--- config.mk ---
export PLATFORM = sky130hd
export DESIGN_NAME = yapay_zeka_carp_topla_flat
export DESIGN_NICKNAME = d
export VERILOG_FILES = /design/src/rtl/yapay_zeka_carp_topla_if.sv /design/src/rtl/yapay_zeka_carp_topla.sv /design/src/flat_wrapper.sv
export SDC_FILE = /design/constraint.sdc
export NUM_CORES = 2
export LEC_CHECK = 0
export ABC_CLOCK_PERIOD_IN_PS = 7300
export CORE_AREA = 2 2 213 257
export DETAILED_ROUTE_END_ITERATION = 10
export DIE_AREA = 0 0 215 259
export GPL_ROUTABILITY_DRIVEN = 0
export GPL_TIMING_DRIVEN = 0
export SLEW_MARGIN = 10
export SYNTH_ARGS = -nofsm -noshare
export SYNTH_HDL_FRONTEND = slang
export SYNTH_SLANG_ARGS = --single-unit
--- constraint.sdc ---
create_clock -name clk_i -period 7.3 [get_ports clk_i]
set_input_delay 2.19 -clock clk_i [delete_from_list [all_inputs] [get_ports clk_i]]
set_output_delay 2.19 -clock clk_i [all_outputs]
set_load 0.01 [all_outputs]
--- src/rtl/yapay_zeka_carp_topla_if.sv ---
// Operand/result bundle between the weight/data register banks and the MAC stage.
//   ddb_durdur_i   : pipeline stall, freezes every stage
//   carpma_rst_i   : high clears and idles; low marks the operand pair valid
//   carp_deger1_i  : data operand (signed)
//   carp_deger2_i  : weight operand (signed)
//   sonuc_o        : accumulator value
//   sonuc_gecerli_o: BOYUT products accumulated, held until cleared
//   adet_o         : number of products accumulated so far
interface yapay_zeka_carp_topla_if #(
    parameter int unsigned VERI_BIT = 32,
    parameter int unsigned ADET_BIT = 5
);
    logic                ddb_durdur_i;
    logic                carpma_rst_i;
    logic [VERI_BIT-1:0] carp_deger1_i;
    logic [VERI_BIT-1:0] carp_deger2_i;
    logic [VERI_BIT-1:0] sonuc_o;
    logic                sonuc_gecerli_o;
    logic [ADET_BIT-1:0] adet_o;

    // Producer side: register banks / instruction control
    modport master (
        output ddb_durdur_i, carpma_rst_i, carp_deger1_i, carp_deger2_i,
        input  sonuc_o, sonuc_gecerli_o, adet_o
    );

    // MAC stage side
    modport slave (
        input  ddb_durdur_i, carpma_rst_i, carp_deger1_i, carp_deger2_i,
        output sonuc_o, sonuc_gecerli_o, adet_o
    );
endinterface

--- src/rtl/yapay_zeka_carp_topla.sv ---
// Three-stage multiply-accumulate for the convolution unit: latch operand pair,
// form the low VERI_BIT bits of the product, add into a wrapping accumulator.
// Completes after BOYUT products; further pairs are dropped until cleared.
//   clk_i : clock, rising edge
//   rst_ni: asynchronous active-low reset
//   bus   : operand inputs, stall/clear controls and result outputs
module yapay_zeka_carp_topla #(
    parameter int unsigned VERI_BIT = 32,
    parameter int unsigned BOYUT    = 16,
    parameter int unsigned ADET_BIT = 5
) (
    input  logic                     clk_i,
    input  logic                     rst_ni,
    yapay_zeka_carp_topla_if.slave   bus
);
    localparam logic [ADET_BIT-1:0] ADET_SON    = ADET_BIT'(BOYUT);
    localparam logic [ADET_BIT-1:0] ADET_SON_M1 = ADET_BIT'(BOYUT - 1);

    typedef enum logic [1:0] {
        BOS   = 2'b00,
        TOPLA = 2'b01,
        BITTI = 2'b10
    } durum_t;

    durum_t              durum_q, durum_d;
    logic [ADET_BIT-1:0] kabul_q;
    logic                a_gecerli_q, b_gecerli_q;
    logic [VERI_BIT-1:0] deger1_q, deger2_q;
    logic [VERI_BIT-1:0] carpim_q;
    logic [VERI_BIT-1:0] toplam_q;
    logic [ADET_BIT-1:0] adet_q;
    logic                kabul_c;
    logic                son_c;
    logic                gecerli_c;

    // Pair is taken only when not cleared, not stalled and quota not reached
    assign kabul_c = !bus.carpma_rst_i && !bus.ddb_durdur_i && (kabul_q < ADET_SON);
    // The accumulation that brings adet to BOYUT happens on this edge
    assign son_c   = b_gecerli_q && (adet_q == ADET_SON_M1);

    // State register
    always_ff @(posedge clk_i or negedge rst_ni) begin
        if (!rst_ni) durum_q <= BOS;
        else         durum_q <= durum_d;
    end

    // Next-state logic
    always_comb begin
        durum_d = durum_q;
        if (bus.carpma_rst_i) begin
            durum_d = BOS;
        end else if (!bus.ddb_durdur_i) begin
            case (durum_q)
                BOS:     if (kabul_c) durum_d = TOPLA;
                TOPLA:   if (son_c)   durum_d = BITTI;
                BITTI:   durum_d = BITTI;
                default: durum_d = BOS;
            endcase
        end
    end

    // Output decode: done is a level tied to the BITTI state flop
    always_comb begin
        gecerli_c = 1'b0;
        if (durum_q == BITTI) gecerli_c = 1'b1;
    end

    // Pipeline datapath
    always_ff @(posedge clk_i or negedge rst_ni) begin
        if (!rst_ni) begin
            kabul_q     <= '0;
            a_gecerli_q <= 1'b0;
            b_gecerli_q <= 1'b0;
            deger1_q    <= '0;
            deger2_q    <= '0;
            carpim_q    <= '0;
            toplam_q    <= '0;
            adet_q      <= '0;
        end else if (bus.carpma_rst_i) begin
            // In-flight products are discarded with their valids
            kabul_q     <= '0;
            a_gecerli_q <= 1'b0;
            b_gecerli_q <= 1'b0;
            toplam_q    <= '0;
            adet_q      <= '0;
        end else if (!bus.ddb_durdur_i) begin
            a_gecerli_q <= kabul_c;
            if (kabul_c) begin
                deger1_q <= bus.carp_deger1_i;
                deger2_q <= bus.carp_deger2_i;
                kabul_q  <= kabul_q + ADET_BIT'(1);
            end
            b_gecerli_q <= a_gecerli_q;
            // Low half of the product is sign-agnostic
            if (a_gecerli_q) carpim_q <= deger1_q * deger2_q;
            if (b_gecerli_q) begin
                toplam_q <= toplam_q + carpim_q;
                adet_q   <= adet_q + ADET_BIT'(1);
            end
        end
    end

    assign bus.sonuc_o         = toplam_q;
    assign bus.adet_o          = adet_q;
    assign bus.sonuc_gecerli_o = gecerli_c;
endmodule

--- src/flat_wrapper.sv ---
// flat-port wrapper written by rule: the top's interface ports become plain ports
module yapay_zeka_carp_topla_flat 
#(
    parameter int unsigned VERI_BIT = 32,
    parameter int unsigned BOYUT    = 16,
    parameter int unsigned ADET_BIT = 5
)
  (clk_i, rst_ni, bus_ddb_durdur_i, bus_carpma_rst_i, bus_carp_deger1_i, bus_carp_deger2_i, bus_sonuc_o, bus_sonuc_gecerli_o, bus_adet_o);
  yapay_zeka_carp_topla_if #(.VERI_BIT(VERI_BIT), .ADET_BIT(ADET_BIT)) bus_i ();
  input  logic clk_i;
  input  logic rst_ni;
  input wire logic [$bits(bus_i.ddb_durdur_i)-1:0] bus_ddb_durdur_i;
  input wire logic [$bits(bus_i.carpma_rst_i)-1:0] bus_carpma_rst_i;
  input wire logic [$bits(bus_i.carp_deger1_i)-1:0] bus_carp_deger1_i;
  input wire logic [$bits(bus_i.carp_deger2_i)-1:0] bus_carp_deger2_i;
  output wire logic [$bits(bus_i.sonuc_o)-1:0] bus_sonuc_o;
  output wire logic [$bits(bus_i.sonuc_gecerli_o)-1:0] bus_sonuc_gecerli_o;
  output wire logic [$bits(bus_i.adet_o)-1:0] bus_adet_o;
  assign bus_i.ddb_durdur_i = bus_ddb_durdur_i;
  assign bus_i.carpma_rst_i = bus_carpma_rst_i;
  assign bus_i.carp_deger1_i = bus_carp_deger1_i;
  assign bus_i.carp_deger2_i = bus_carp_deger2_i;
  assign bus_sonuc_o = bus_i.sonuc_o;
  assign bus_sonuc_gecerli_o = bus_i.sonuc_gecerli_o;
  assign bus_adet_o = bus_i.adet_o;
  yapay_zeka_carp_topla #(.VERI_BIT(VERI_BIT), .BOYUT(BOYUT), .ADET_BIT(ADET_BIT)) u_core (.clk_i(clk_i), .rst_ni(rst_ni), .bus(bus_i));
endmodule
# Word-level counts from Yosys, hierarchy flattened
# Cells that the tools add are included.
[word_totals]
reg_bits = 142
output_inout_bits = 38
elab_cells = 54
[op_classes]
add_sub_neg = 3
n_mul = 1
magnitude_cmp = 1
eq_ne = 6
muxes = 19
bitwise_logic = 2
reduce_logical = 13
[ops]
columns = ["op", "count"]
rows = [
  ["$mux 32", 3],
  ["$add 32x32->32", 1],
  ["$mul 32x32->32", 1],
  ["$mux 5", 6],
  ["$add 5x1->5 const B", 2],
  ["$reduce_and 3->1", 3],
  ["$mux 2", 4],
  ["$ne 3x2->1 const B", 2],
  ["$pmux 2 s3", 1],
  ["$eq 5x4->1 const B", 1],
  ["$lt 5x5->1 const B", 1],
  ["$mux 1", 5],
  ["$reduce_and 2->1", 2],
  ["$reduce_bool 2->1", 2],
  ["$logic_and 1x1->1", 3],
  ["$eq 2x1->1 const B", 1],
  ["$eq 2x2->1 const B", 1],
  ["$logic_not 1->1", 2],
  ["$logic_not 2->1", 1],
  ["$ne 2x1->1 const B", 1],
  ["$not 1->1", 2],
]

# Depth between registers and ports, before layout
[logic_depth]
word_depth = 7
ltp_mapped = 29
depth_no_buf = 27

# Least setup slack after synthesis
# OpenSTA, ideal clock, no wires.
[synth_path]
path_type = "register -> register"
from = "reg u_core.deger2_q[5]"
to = "reg u_core.carpim_q[28]"
arrival_time_ps = 6792
required_time_ps = 7175
path_slack_ps = 383
stages_incl_launch_ff = 25
path_buffers = 2
period_less_slack_ps = 6917
path_cell_list = "dfrtp_1 -> clkbuf_1 -> clkbuf_1 -> and2_1 -> fa_1 -> fa_1 -> fa_1 -> inv_1 -> fa_1 -> inv_1 -> fa_1 -> inv_1 -> fa_1 -> inv_1 -> fa_1 -> fa_1 -> ha_1 -> a21oi_1 -> o21ai_0 -> a21oi_1 -> o21ai_0 -> o41ai_1 -> o31ai_1 -> xnor2_1 -> mux2_2"
[synth_between]
elab_chain_cells = 1
[synth_lines]
columns = ["element", "line_no", "source"]
rows = [
  ["from (decl)", "yapay_zeka_carp_topla.sv:28", "logic [VERI_BIT-1:0] deger1_q, deger2_q;"],
  ["from (signal assigned)", "yapay_zeka_carp_topla.sv:90", "deger2_q <= bus.carp_deger2_i;"],
  ["$mul 32x32->32", "yapay_zeka_carp_topla.sv:95", "if (a_gecerli_q) carpim_q <= deger1_q * deger2_q;"],
  ["to (signal assigned)", "yapay_zeka_carp_topla.sv:95", ""],
  ["to (decl)", "yapay_zeka_carp_topla.sv:29", "logic [VERI_BIT-1:0] carpim_q;"],
]
# Every way passes these cells.
# A chain may end at the register's enable or synchronous reset.

# Final worst setup path
[layout_path]
from = "reg u_core.deger1_q[5]"
to = "reg u_core.carpim_q[31]"
[layout_between]
elab_chain_cells = 1
[layout_lines]
columns = ["element", "line_no", "source"]
rows = [
  ["from (decl)", "yapay_zeka_carp_topla.sv:28", ""],
  ["from (signal assigned)", "yapay_zeka_carp_topla.sv:89", "deger1_q <= bus.carp_deger1_i;"],
  ["$mul 32x32->32", "yapay_zeka_carp_topla.sv:95", ""],
]
# Every way passes these cells.

==> results.sh <==
export IMPL_hold_path_class="flop to flop"
export IMPL_critPathKind="flop to flop"
export IMPL_hp_start="u_core.carpim_q[24]"
export IMPL_grt_pass1_wl_um=108000
export IMPL_grt_pass1_vias=18825
export IMPL_tightest_slew_ns=0.890
export IMPL_vias=16936
export IMPL_grtUsageTotal=0.260
export IMPL_fin_crit_sh=0.971
export IMPL_synth_fp_nets=3015
export IMPL_synthCells=2378
export IMPL_antenna_found_initial=4
export IMPL_use_met3=0.0533
export IMPL_fmax_mhz=141
export IMPL_status="finished, final reports clean"
export IMPL_drt_iter0_markers=888
export IMPL_initial_core_util=0.426
export IMPL_worstPathMaxFanout=10
export IMPL_io_pins=106
export IMPL_hold_viol=0
export IMPL_crit_chain="buf_2, and2_1, fa_1, inv_1, fa_1, inv_1, fa_1, fa_1, inv_1, fa_1, fa_1, fa_1, fa_1, xnor2_1, xnor2_1, xnor2_1, xnor2_1, xnor2_1, xnor2_1, xnor2_1, xnor2_1, o21ai_1"
export IMPL_routedWlPerCell_um=21.4
export IMPL_dp_hpwl_um=56500
export IMPL_setup_violations=0
export IMPL_grtUsageMet1=0.284
export IMPL_wl_um=69400
export IMPL_synthesis_area_um2=22700
export IMPL_grtUsageMet2=0.458
export IMPL_worstSkewPairLatency_ns=0.48
export IMPL_slowest_delay_ns=0.64
export IMPL_port_buffers=103
export IMPL_fp_dieH_um=259
export IMPL_fin_skew_ns=0.0108
export IMPL_layout_commonest_cell="inv_1"
export IMPL_coreArea_um2=53300
export IMPL_worstPathRequired_ns=7.65
export IMPL_synth_ff_type="dfrtp_1"
export IMPL_cp_num_buf_inv=4
export IMPL_htree_levels=4
export IMPL_rows=93
export IMPL_synth_area_leaders="fa_1 36%, dfrtp_1 16%, ha_1 8.8%, and2_1 8.5%, inv_1 6.8%"
export IMPL_cts_made_buffers=17
export IMPL_reg2reg_from="u_core.deger1_q[5]"
export IMPL_drv_slew=0
export IMPL_async_reset_ff_frac=1.00
export IMPL_synth_cell_types=59
export IMPL_cts_root_buf="clkbuf_16"
export IMPL_period_needed_ns=7.09
export IMPL_grt_max_degree=73
export IMPL_synth_top_area_cell="fa_1"
export IMPL_fin_cells=3248
export IMPL_layout_nets=3157
export IMPL_first_pass_iters=5
export IMPL_yosysWarnings=0
export IMPL_clk_pin_slew_ns=0.06
export IMPL_grt_overflow=0
export IMPL_final_cell_mix="413 x inv_1, 405 x fa_1, 306 x and2_1"
export IMPL_yosysSeqAreaShare=0.157
export IMPL_netlist_area_leader_share=0.361
export IMPL_synth_enable_flop_cells=0
export IMPL_cap_violations=0
export IMPL_syn2layout_area_growth_pct=14.3
export IMPL_cp_end_kind="flop"
export IMPL_crit_path_start_kind="flop"
export IMPL_cts_tree="built"
export IMPL_yosys_register_bits=142
export IMPL_clock_sinks=142
export IMPL_slowest_stage="fa_1"
export IMPL_clock_path_buffers=2
export IMPL_viasPerCell=5.21
export IMPL_cp_startpoint="u_core.deger1_q[5]"
export IMPL_syn_area_per_cell_um2=9.54
export IMPL_drcViolationCount=0
export IMPL_arrival_ns=7.43
export IMPL_die_width_um=215
export IMPL_die_area_um2=55700
export IMPL_max_slew_margin=0.407
export IMPL_antenna_left=0
export IMPL_grt_busiest_layer="met2"
export IMPL_cp_top_family="adder cells"
export IMPL_drive_above_1_share=0.104
export IMPL_dpl_cell_count=3195
==> synthesized netlist by cell type (all sizes together), types with 2 or more instances <==
library cell  count
nor3b             5
o21bai           10
mux2i             5
dfrtp           142
a41oi             3
and3              6
nor2b             6
a31oi             6
o211ai            5
a32o              4
a211oi            9
buf               2
nand2b            8
nand4             5
nand2           307
inv             413
clkbuf          115
nor2             35
and2            308
nand3            11
xor2             38
a21oi            57
or3               5
or2               2
or4               2
o31ai             3
nor3              8
a22o              3
fa              409
a21o             29
a211o             3
nand4b            2
nor4b             2
mux2             71
o21a              9
ha              160
o21ai            80
nand3b            2
xnor2            73
a31o              3
==> worst paths after layout <==
| kind | slack, ns | cells after the start | end |
|---|---|---|---|
| max in group asynchronous | 4.74 | 2 | u_core.deger1_q[18] |
| hold / removal | 0.49 | 2 | u_core.carpim_q[24] |
| min in group asynchronous | 1.73 | 1 | u_core.bus.sonuc_o[1] |
| hold reg to reg | 0.49 | 2 | u_core.carpim_q[24] |
| setup reg to reg | 0.21 | 22 | u_core.carpim_q[31] |
| setup / recovery | 0.21 | 22 | u_core.carpim_q[31] |
==> final cells by class <==
type,count,area (µm²)
timing repair buffer,133,1290
antenna,3,7.51
buffer,107,627
clock inverter,13,210
clock buffer,19,453
fill,5102,27400
tap,712,891
multi-input combinational,1706,17300
sequential,142,3590
inverter,413,1550
==> stage by stage <==
| step | area [µm²] | hold slack (ns) | setup slack, ns | setup TNS [ns] | utilization |
|---|---|---|---|---|---|
| after floorplan | 22700 | 0.454 | 0.383 | 0 | - |
| after global placement | 24600 | 0.472 | -1.63 | -233.86 | 0.462 |
| after detailed placement | 24600 | 0.480 | -0.997 | -7.29 | 0.463 |
| after global routing | 25900 | 0.514 | -0.0226 | -0.0470 | 0.486 |
| final | 25900 | 0.488 | 0.211 | 0 | 0.486 |
| after CTS | 25500 | 0.493 | 0.00258 | 0 | 0.479 |
==> registers in the layout, summed over array words and instances (netlist names) <==
signal              flops
u_core.deger2_q        32
u_core.a_gecerli_q      1
u_core.carpim_q        32
u_core.durum_q          2
u_core.bus.adet_o       5
u_core.bus.sonuc_o     32
u_core.b_gecerli_q      1
u_core.deger1_q        32
u_core.kabul_q          5
==> metal layers <==
metal / vias to the layer above / part of all wire
met4: 0 / 0.074
met2: 556 / 0.50
met3: 199 / 0.063
met5: - / 0
met1: 8624 / 0.37
li1: 7557 / -
==> timing repair <==
action                                 4_1_cts  5_1_grt
setup endpoints to repair                   16       11
pin swaps                                    3       16
setup buffers                                5       23
resized for setup                          107      131
hold buffers                                 0        0
endpoints found under the hold margin        0        0
==> kinds of logic (layout without fill, tap and decap cells) <==
logic type,after synthesis,count (layout),share of synthesized area
other,0,3,0
XOR/XNOR,111,111,0.0429
multiplexers,76,76,0.0375
buffers and inverters,530,685,0.0879
AO/OA/AOI/OAI,234,234,0.0661
AND/OR/NAND/NOR,716,716,0.160
adder cells (fa/ha/maj),569,569,0.449
flip-flops,142,142,0.157
==> worst reg2reg max path: cells and delay by family (launching register included) <==
family / cells / cell delay, ns
adder cells (fa/ha/maj): 8 / 3.81
XOR/XNOR: 8 / 1.76
flip-flops: 1 / 0.54
buffers and inverters: 4 / 0.54
AND/OR/NAND/NOR: 1 / 0.23
AO/OA/AOI/OAI: 1 / 0.07
Power is not shown: default switching activity piles up to over one toggle a cycle in this logic, so the estimate is an artifact.
